**config.mk**
```make
export PLATFORM = sky130hd
export DESIGN_NAME = victim_write_buffer
export DESIGN_NICKNAME = d
export VERILOG_FILES = /design/src/rtl/victim_write_buffer.sv
export SDC_FILE = /design/constraint.sdc
export NUM_CORES = 1
export LEC_CHECK = 0
export BUFFER_PORTS_ARGS = -buffer_cell sky130_fd_sc_hd__buf_2
export CORE_ASPECT_RATIO = 1.25
export CORE_MARGIN = 3
export CORE_UTILIZATION = 40
export DETAILED_ROUTE_END_ITERATION = 16
export RECOVER_POWER = 50
export SYNTH_ARGS = -nofsm -noshare
export SYNTH_HDL_FRONTEND = slang
export SYNTH_SLANG_ARGS = --single-unit
```
**constraint.sdc**
```tcl
create_clock -name clk -period 3.5 [get_ports clk]
set_input_delay 0.175 -clock clk [delete_from_list [all_inputs] [get_ports clk]]
set_output_delay 0.175 -clock clk [all_outputs]
set_load 0.1 [all_outputs]
```
**src/rtl/victim_write_buffer.sv**
```systemverilog
// -----------------------------------------------------------------------------
// victim_write_buffer
//
// FIFO write buffer between the cache controller's dirty-eviction path and the
// backing RAM. Evicted lines (one word each) are accepted in a single cycle and
// drained to the RAM in FIFO order by a two-state drain FSM. A combinational
// lookup port lets a refill pick up the newest pending data for an address that
// has not reached the RAM yet.
//
// Optional feature (compile-time macro VWB_COALESCE_EN):
//   When defined, a victim whose address matches a pending entry that is not
//   currently being written to the RAM overwrites that entry's data in place
//   instead of taking a new slot. This is also accepted while the buffer is full.
//
// Ports:
//   clk            clock, all state updates on the rising edge
//   rst            synchronous active-low reset
//   evict_valid    controller presents a dirty victim
//   evict_addr     victim word address
//   evict_data     victim data
//   evict_ready    buffer can accept (transfer on evict_valid && evict_ready)
//   lk_addr        refill lookup address
//   lk_hit         lookup address matches a pending entry (combinational)
//   lk_data        data of the youngest matching entry, 0 on miss
//   mem_write_en   RAM write request
//   mem_address    RAM write address
//   mem_write_data RAM write data
//   mem_ready      RAM accepted the write this cycle
//   wb_empty       no pending entries and drain FSM idle
//   wb_count       number of pending entries
// -----------------------------------------------------------------------------
module victim_write_buffer #(
    parameter int DATA_WIDTH = 32,
    parameter int ADDR_WIDTH = 16,
    parameter int DEPTH      = 4
) (
    input  logic                      clk,
    input  logic                      rst,
    input  logic                      evict_valid,
    input  logic [ADDR_WIDTH-1:0]     evict_addr,
    input  logic [DATA_WIDTH-1:0]     evict_data,
    output logic                      evict_ready,
    input  logic [ADDR_WIDTH-1:0]     lk_addr,
    output logic                      lk_hit,
    output logic [DATA_WIDTH-1:0]     lk_data,
    output logic                      mem_write_en,
    output logic [ADDR_WIDTH-1:0]     mem_address,
    output logic [DATA_WIDTH-1:0]     mem_write_data,
    input  logic                      mem_ready,
    output logic                      wb_empty,
    output logic [$clog2(DEPTH):0]    wb_count
);

    localparam int IDX_W = $clog2(DEPTH);
    localparam int PTR_W = IDX_W + 1;

    typedef enum logic {
        ST_IDLE  = 1'b0,
        ST_WRITE = 1'b1
    } state_t;

    state_t r_state;
    state_t w_state_next;

    // Storage: addresses/data are plain registers because every entry is
    // compared in parallel for lookup and coalescing.
    logic [ADDR_WIDTH-1:0] r_addr [DEPTH];
    logic [DATA_WIDTH-1:0] r_data [DEPTH];
    logic [DEPTH-1:0]      r_valid;

    logic [PTR_W-1:0]      r_wr_ptr;
    logic [PTR_W-1:0]      r_rd_ptr;
    logic [ADDR_WIDTH-1:0] r_mem_addr;
    logic [DATA_WIDTH-1:0] r_mem_data;

    logic [PTR_W-1:0]      w_count;
    logic                  w_full;
    logic [IDX_W-1:0]      w_wr_idx;
    logic [IDX_W-1:0]      w_rd_idx;
    logic                  w_push;
    logic                  w_pop;
    logic                  w_load;
    logic                  w_coal_head;
    logic [DATA_WIDTH-1:0] w_head_data;
    logic [DEPTH-1:0]      w_coal_we;
    logic [DEPTH-1:0]      w_entry_we;
    logic [DEPTH-1:0]      w_push_mask;
    logic [DEPTH-1:0]      w_pop_mask;
    logic [DEPTH-1:0]      w_lk_match;
    logic [IDX_W-1:0]      w_ofs_idx [DEPTH];
    logic                  w_lk_hit;
    logic [DATA_WIDTH-1:0] w_lk_data;

    // The MSB of the pointers separates full from empty.
    assign w_count  = r_wr_ptr - r_rd_ptr;
    assign w_full   = (w_count == PTR_W'(DEPTH));
    assign w_wr_idx = r_wr_ptr[IDX_W-1:0];
    assign w_rd_idx = r_rd_ptr[IDX_W-1:0];

    // Per-entry decode. w_ofs_idx[k] is the slot holding the k-th oldest entry,
    // so scanning k upwards visits entries from oldest to youngest.
    generate
        for (genvar gi = 0; gi < DEPTH; gi++) begin : g_entry
            assign w_ofs_idx[gi]   = w_rd_idx + IDX_W'(gi);
            assign w_lk_match[gi]  = r_valid[gi] && (r_addr[gi] == lk_addr);
            assign w_push_mask[gi] = w_push && (w_wr_idx == IDX_W'(gi));
            assign w_pop_mask[gi]  = w_pop && (w_rd_idx == IDX_W'(gi));
            assign w_entry_we[gi]  = w_push_mask[gi] || w_coal_we[gi];
        end
    endgenerate

    // Lookup: the last match in oldest-to-youngest order wins.
    always_comb begin
        w_lk_hit  = 1'b0;
        w_lk_data = '0;
        for (int k = 0; k < DEPTH; k++) begin
            if (w_lk_match[w_ofs_idx[k]]) begin
                w_lk_hit  = 1'b1;
                w_lk_data = r_data[w_ofs_idx[k]];
            end
        end
    end

    assign lk_hit  = w_lk_hit;
    assign lk_data = w_lk_data;

`ifdef VWB_COALESCE_EN
    // The head entry is frozen while its write is on the bus; any other
    // pending entry (or the head while idle) may absorb a matching victim.
    logic [DEPTH-1:0] w_coal_elig;
    logic             w_coal_hit;

    generate
        for (genvar gi = 0; gi < DEPTH; gi++) begin : g_coal
            assign w_coal_elig[gi] = r_valid[gi] && (r_addr[gi] == evict_addr) &&
                                     !((r_state == ST_WRITE) && (w_rd_idx == IDX_W'(gi)));
        end
    endgenerate

    always_comb begin
        w_coal_we  = '0;
        w_coal_hit = 1'b0;
        for (int k = 0; k < DEPTH; k++) begin
            if (w_coal_elig[w_ofs_idx[k]]) begin
                w_coal_we                 = '0;
                w_coal_we[w_ofs_idx[k]]   = evict_valid;
                w_coal_hit                = 1'b1;
            end
        end
    end

    assign evict_ready = !w_full || w_coal_hit;
`else
    assign w_coal_we   = '0;
    assign evict_ready = !w_full;
`endif

    assign w_push      = evict_valid && evict_ready && (w_coal_we == '0);
    assign w_coal_head = w_coal_we[w_rd_idx];
    // If the idle head is being coalesced on the same edge the FSM loads it,
    // the bus must carry the new data, not the value about to be overwritten.
    assign w_head_data = w_coal_head ? evict_data : r_data[w_rd_idx];

    // Entry payload: no reset needed, validity is tracked by r_valid.
    always_ff @(posedge clk) begin
        for (int i = 0; i < DEPTH; i++) begin
            if (w_entry_we[i]) begin
                r_addr[i] <= evict_addr;
                r_data[i] <= evict_data;
            end
        end
    end

    // Pointers, valid bits and the RAM request registers.
    always_ff @(posedge clk) begin
        if (!rst) begin
            r_wr_ptr   <= '0;
            r_rd_ptr   <= '0;
            r_valid    <= '0;
            r_mem_addr <= '0;
            r_mem_data <= '0;
        end else begin
            if (w_push) begin
                r_wr_ptr <= r_wr_ptr + PTR_W'(1);
            end
            if (w_pop) begin
                r_rd_ptr <= r_rd_ptr + PTR_W'(1);
            end
            r_valid <= (r_valid & ~w_pop_mask) | w_push_mask;
            if (w_load) begin
                r_mem_addr <= r_addr[w_rd_idx];
                r_mem_data <= w_head_data;
            end
        end
    end

    // Drain FSM: state register.
    always_ff @(posedge clk) begin
        if (!rst) begin
            r_state <= ST_IDLE;
        end else begin
            r_state <= w_state_next;
        end
    end

    // Drain FSM: next state. Returning to IDLE after every pop guarantees at
    // least one cycle with mem_write_en low between writes.
    always_comb begin
        w_state_next = r_state;
        case (r_state)
            ST_IDLE:  if (w_count != '0) w_state_next = ST_WRITE;
            ST_WRITE: if (mem_ready)     w_state_next = ST_IDLE;
            default:                     w_state_next = ST_IDLE;
        endcase
    end

    // Drain FSM: outputs.
    always_comb begin
        mem_write_en = 1'b0;
        w_pop        = 1'b0;
        w_load       = 1'b0;
        case (r_state)
            ST_IDLE: begin
                w_load = (w_count != '0);
            end
            ST_WRITE: begin
                mem_write_en = 1'b1;
                w_pop        = mem_ready;
            end
            default: begin
                mem_write_en = 1'b0;
            end
        endcase
    end

    assign mem_address    = r_mem_addr;
    assign mem_write_data = r_mem_data;
    assign wb_empty       = (w_count == '0) && (r_state == ST_IDLE);
    assign wb_count       = w_count;

endmodule

```
; ---- Word level (Yosys, flattened, before mapping)
; Memory sizes are Yosys's and may differ from the RTL's. A register that Yosys moved wholly into a read port is not among the register bits.
; Index checks and enable logic that the tools add are counted.
[word_totals]
reg_bits = 43
ram_bits = 192
wordCells = 111
mem_count = 2
[classes]
magnitude_cmp = 4
n_reduce_logical = 26
n_eq_ne = 11
add_sub_neg = 6
bitwise_logic = 4
n_mux = 53
[memory_table]
columns = memory, words, width, rd, rd_ports_with_merged_regs, write_ports, line
row1 = r_data, 4, 32, 4, 1, 1, 68  ; logic [DATA_WIDTH-1:0] r_data [DEPTH];
row2 = r_addr, 4, 16, 5, 1, 1, 67  ; logic [ADDR_WIDTH-1:0] r_addr [DEPTH];
[op_table]
columns = op, n
row1 = $mux 32, 8
row2 = $reduce_or 32->1, 3
row3 = $eq 16x16->1, 4
row4 = $mux 16, 3
row5 = $reduce_or 16->1, 3
row6 = $mux 1, 28
row7 = $mux 2, 8
row8 = $logic_and 1x1->1, 14
row9 = $lt 2x3->1 const B, 4
row10 = $bmux 1 s2, 5
row11 = $eq 2x2->1 const B, 4
row12 = $add 3x1->3 const B, 2
row13 = $add 2x2->2 const B, 2
row14 = $and 4x4->4, 1
row15 = $eq 2x1->1 const B, 2
row16 = $logic_not 2->1, 2
row17 = $not 4->4, 1
row18 = $or 4x4->4, 1
row19 = $eq 3x3->1 const B, 1
row20 = $logic_not 3->1, 1
row21 = $reduce_bool 3->1, 1
row22 = $sub 3x3->3, 1
row23 = $add 2x1->2 const B, 1
row24 = $logic_not 1->1, 2
row25 = 2 further kinds, 2

; ---- Depth between registers and ports, before layout
[depth]
word_depth = 11
mapped_depth = 12
ltp_nobuf = 10

; ---- Worst setup path before layout
; OpenSTA, ideal clock, no wires.
[synth_timing]
kind = reg2reg
from = reg r_wr_ptr[0]
to = mem r_addr[3][0], enable pin
stages_incl_launch_ff = 10
synth_period_minus_slack_ns = 5.850
slack_ns = -2.350
t_required_ns = 3.028
arrival_ns = 5.377
setup_ns = 0.472
cell_sequence = dfxtp_1 -> inv_1 -> ha_1 -> fa_1 -> xnor2_1 -> xnor2_1 -> nand3_1 -> and2_1 -> nand2_1 -> inv_1
[synth_via]
elab_cells_between_ends = 29
cone_classes = add/sub: 1 / eq/ne: 4 / mux: 14 / reduce/logical: 10
[synth_lines]
columns = item, line
row1 = from (decl), 71  ; logic [PTR_W-1:0] r_wr_ptr;
row2 = from (signal assigned), 184  ; r_wr_ptr <= r_wr_ptr + PTR_W'(1);
row3 = $sub 3x3->3 (*), 95  ; assign w_count = r_wr_ptr - r_rd_ptr;
row4 = named net wb_count[2], 51  ; output logic [$clog2(DEPTH):0] wb_count
row5 = $eq 3x3->1 (*), 96  ; assign w_full = (w_count == PTR_W'(DEPTH));
row6 = $logic_not 1->1 (*), 155  ; assign evict_ready = !w_full;
row7 = named net evict_ready, 42  ; output logic evict_ready,
row8 = $logic_and 1x1->1 (*), 158  ; assign w_push = evict_valid && evict_ready && (w_coal_we == '0);
row9 = $logic_and 1x1->1 (*), 106  ; assign w_push_mask[gi] = w_push && (w_wr_idx == IDX_W'(gi));
row10 = named net w_entry_we[3], 86  ; logic [DEPTH-1:0] w_entry_we;
row11 = $mux 1 (*), 167  ; if (w_entry_we[i]) begin
row12 = $mux 1 (not written as such) (*), 168  ; r_addr[i] <= evict_addr;
row13 = $reduce_or 16->1 (no line), --
row14 = $mux 2 (no line) / $mux 1 (equally long branches), --
row15 = to (decl), 67
; Mark *: on every way through the listed nets, which the timed path passes. The rest lies on a longest branch.

==> metrics.csv <==
metric,value,unit
status,"finished, final reports clean",
CP Capture Type,output pin,
GPL Wtd Cong,0.806,
clk_skew,0.0223,ns
Rows,76,
die height,217,um
largest net degree at the start of global routing,62,
htree depth,1,
Yosys cell types,50,
cells after synthesis,1042,
die span in x,175,um
I/O Buffers,154,
Startpoint Class,flop,
Crit Path Max Fanout,16,
DRC Markers,0,
final slew viol count,0,
syn_area_per_cell,13.6,um^2
Met1 Wirelength,16500,um
total CTS buffers,28,
FMAX,289,MHz
vias in the first global route,10300,
max-cap check violation count,0,
io pins,155,
top-count cell post-synth,edfxtp_1,
Sink Count,253,
Initial Utilization,0.408,
post-synth top area share,0.406,
layout cells sized above 1,0.315,
#FFs+latches synth,253,
Detailed Place HPWL,26300,um
hold crit path type,in2reg,
Ys Warns,0,
sequential fraction of the synthesis area,0.492,
power per cell area,745,nW/um^2
clock latency at the later pin of the worst-skew pair,0.57,ns
syn nets,1120,
All-Layer GR Usage,0.213,
CP required,3.32,ns
worst slew pin tran,1.27,ns
Leak,5.51,nW
global-route wire length before repair,62600,um
DR WL/cell,24.0,um
critical path type,reg2out,
CTS tree,built,
final hold viol count,0,
top post-synthesis cells by area,"edfxtp_1 41%, mux4_2 18%, dfxtp_1 8.6%",
GR Overflow Total,0,
"EDFF count, synth",192,
clock buffer depth,3,
cell area after synthesis,14200,um^2
"Top FF cell, synth",edfxtp_1,
Final setup viols,0,
clock root cell,clkbuf_16,
die area,37800,um^2
hold slack,0.216,ns
Via-to-Cell Ratio,5.83,
leading area contributor after synthesis,edfxtp_1,
Core ar.,34800,um^2
synth cell count leaders,"192 x edfxtp_1, 179 x nand2_1, 112 x mux4_2",
n_diodes,0,
1st-iter DRT viols,696,
initial antenna violation count,0,
met2 wire length,22100,um
Layout Area Growth over Synthesis,26.8,%
Layout Nets,1314,
Tcrit/Tclk final,0.989,
peak supply drop,604,uV
Routed Antenna Nets,0,
CP arrival,3.29,ns
met3 wire len,1940,um
ys async rst share,0,
routed vias,10000,
final design utilization,0.518,
WL final,41400,um
Pwr Total,13.4,mW
Layout fillers,3025,
max layer used,met4,
DRT Pass-1 Iters,5,
clk slew on worst S/H paths,0.06,ns
Slew HR,0.158,
Final min period,3.46,ns
[cell type report]
cell class / count / area, um^2 / area share
timing repair buffer: 257 / 2140 / 0.119
clock inverter: 18 / 211 / 0.0117
sequential: 253 / 7000 / 0.388
multi-input combinational: 686 / 7330 / 0.407
tap: 468 / 586 / 0.0325
inverter: 10 / 37.5 / 0.00208
clock buffer: 33 / 719 / 0.0399
[worst paths after layout]
path / startpoint / endpoint / slack [ns] / cells past startpoint
setup reg to reg: r_wr_ptr[0] / r_data[1][23] / 0.48 / 8
setup / recovery: r_addr[1][5] / lk_data[31] / 0.04 / 8
hold reg to reg: mem_write_data[21] / mem_write_data[21] / 0.46 / 2
hold / removal: evict_valid / r_wr_ptr[0] / 0.22 / 4
[registers in the layout, summed over array words and instances, names as in the netlist, named ones only]
name / cells
r_data: 128
r_addr: 64
mem_write_data: 32
mem_address: 16
r_valid: 4
r_rd_ptr: 3
r_wr_ptr: 3
r_state: 1
[cell families after synthesis]
logic type | Yosys count | share of synthesized area
simple gates | 302 | 0.100
mux | 145 | 0.202
xor+xnor | 67 | 0.0429
buf+inv | 104 | 0.0394
compound gates | 161 | 0.115
flops | 253 | 0.492
fa+ha+maj | 10 | 0.00933
[stage by stage]
| stage | cell area [um^2] | instances | setup WS [ns] | TNS (ns) |
|---|---|---|---|---|
| after detailed placement | 16300 | 1609 | 0.249 | 0 |
| final | 18000 | 1725 | 0.0374 | 0 |
| after global placement | 16300 | 1609 | 0.278 | 0 |
| after floorplan | 14700 | 1042 | -0.288 | -15.57 |
| after CTS | 18000 | 1718 | -0.0368 | -0.320 |
| after global routing | 18000 | 1725 | -0.0250 | -0.206 |
[where the power goes]
part | switching [mW] | total [mW] | internal (mW)
combinational | 4.58 | 6.39 | 1.82
clock | 1.25 | 3.02 | 1.77
sequential | 0.287 | 4.01 | 3.73
[worst max-delay path, cell delays in order, from the launching register on]
cell	delay, ns
edfxtp_1	0.39
xor2_1	0.17
nor3_1	0.56
a32oi_1	0.30
mux2i_4	0.32
buf_8	0.23
nand3_1	0.14
a32oi_4	0.37
buf_12	0.22
[placed cells by master, fill, tap and decap left out, types with 7 or more instances in the layout]
cell type	instances
a2111oi_2	31
a21boi_0	50
a311o_2	30
a32oi_2	8
a32oi_4	25
and2_1	36
buf_12	31
buf_2	23
buf_4	33
buf_6	15
clkbuf_1	104
clkbuf_16	30
dfxtp_1	57
dlygate4sd3_1	49
edfxtp_1	192
ha_1	9
inv_1	7
mux2i_1	32
mux4_2	112
nand2_1	178
nand3_1	37
nand4_1	13
xnor2_1	49
xnor2_2	9
xor2_1	9
[timing repair]
action | in CTS | in global routing
endpoints found under the hold margin | 193 | 0
buffers inserted | 8 | 5
setup endpoints to repair | 32 | 32
hold buffers | 49 | 0
cloned | 1 | 2
pin swaps | 7 | 14
gates resized for setup | 48 | 27
[layer usage]
| metal | global-route usage | vias to the layer above |
|---|---|---|
| met5 | 0 | - |
| met4 | 0.0585 | 0 |
| met3 | 0.0223 | 59 |
| met2 | 0.392 | 327 |
| met1 | 0.267 | 5164 |
| li1 | - | 4499 |
No activity file was read; power rests on OpenSTA's default activity.
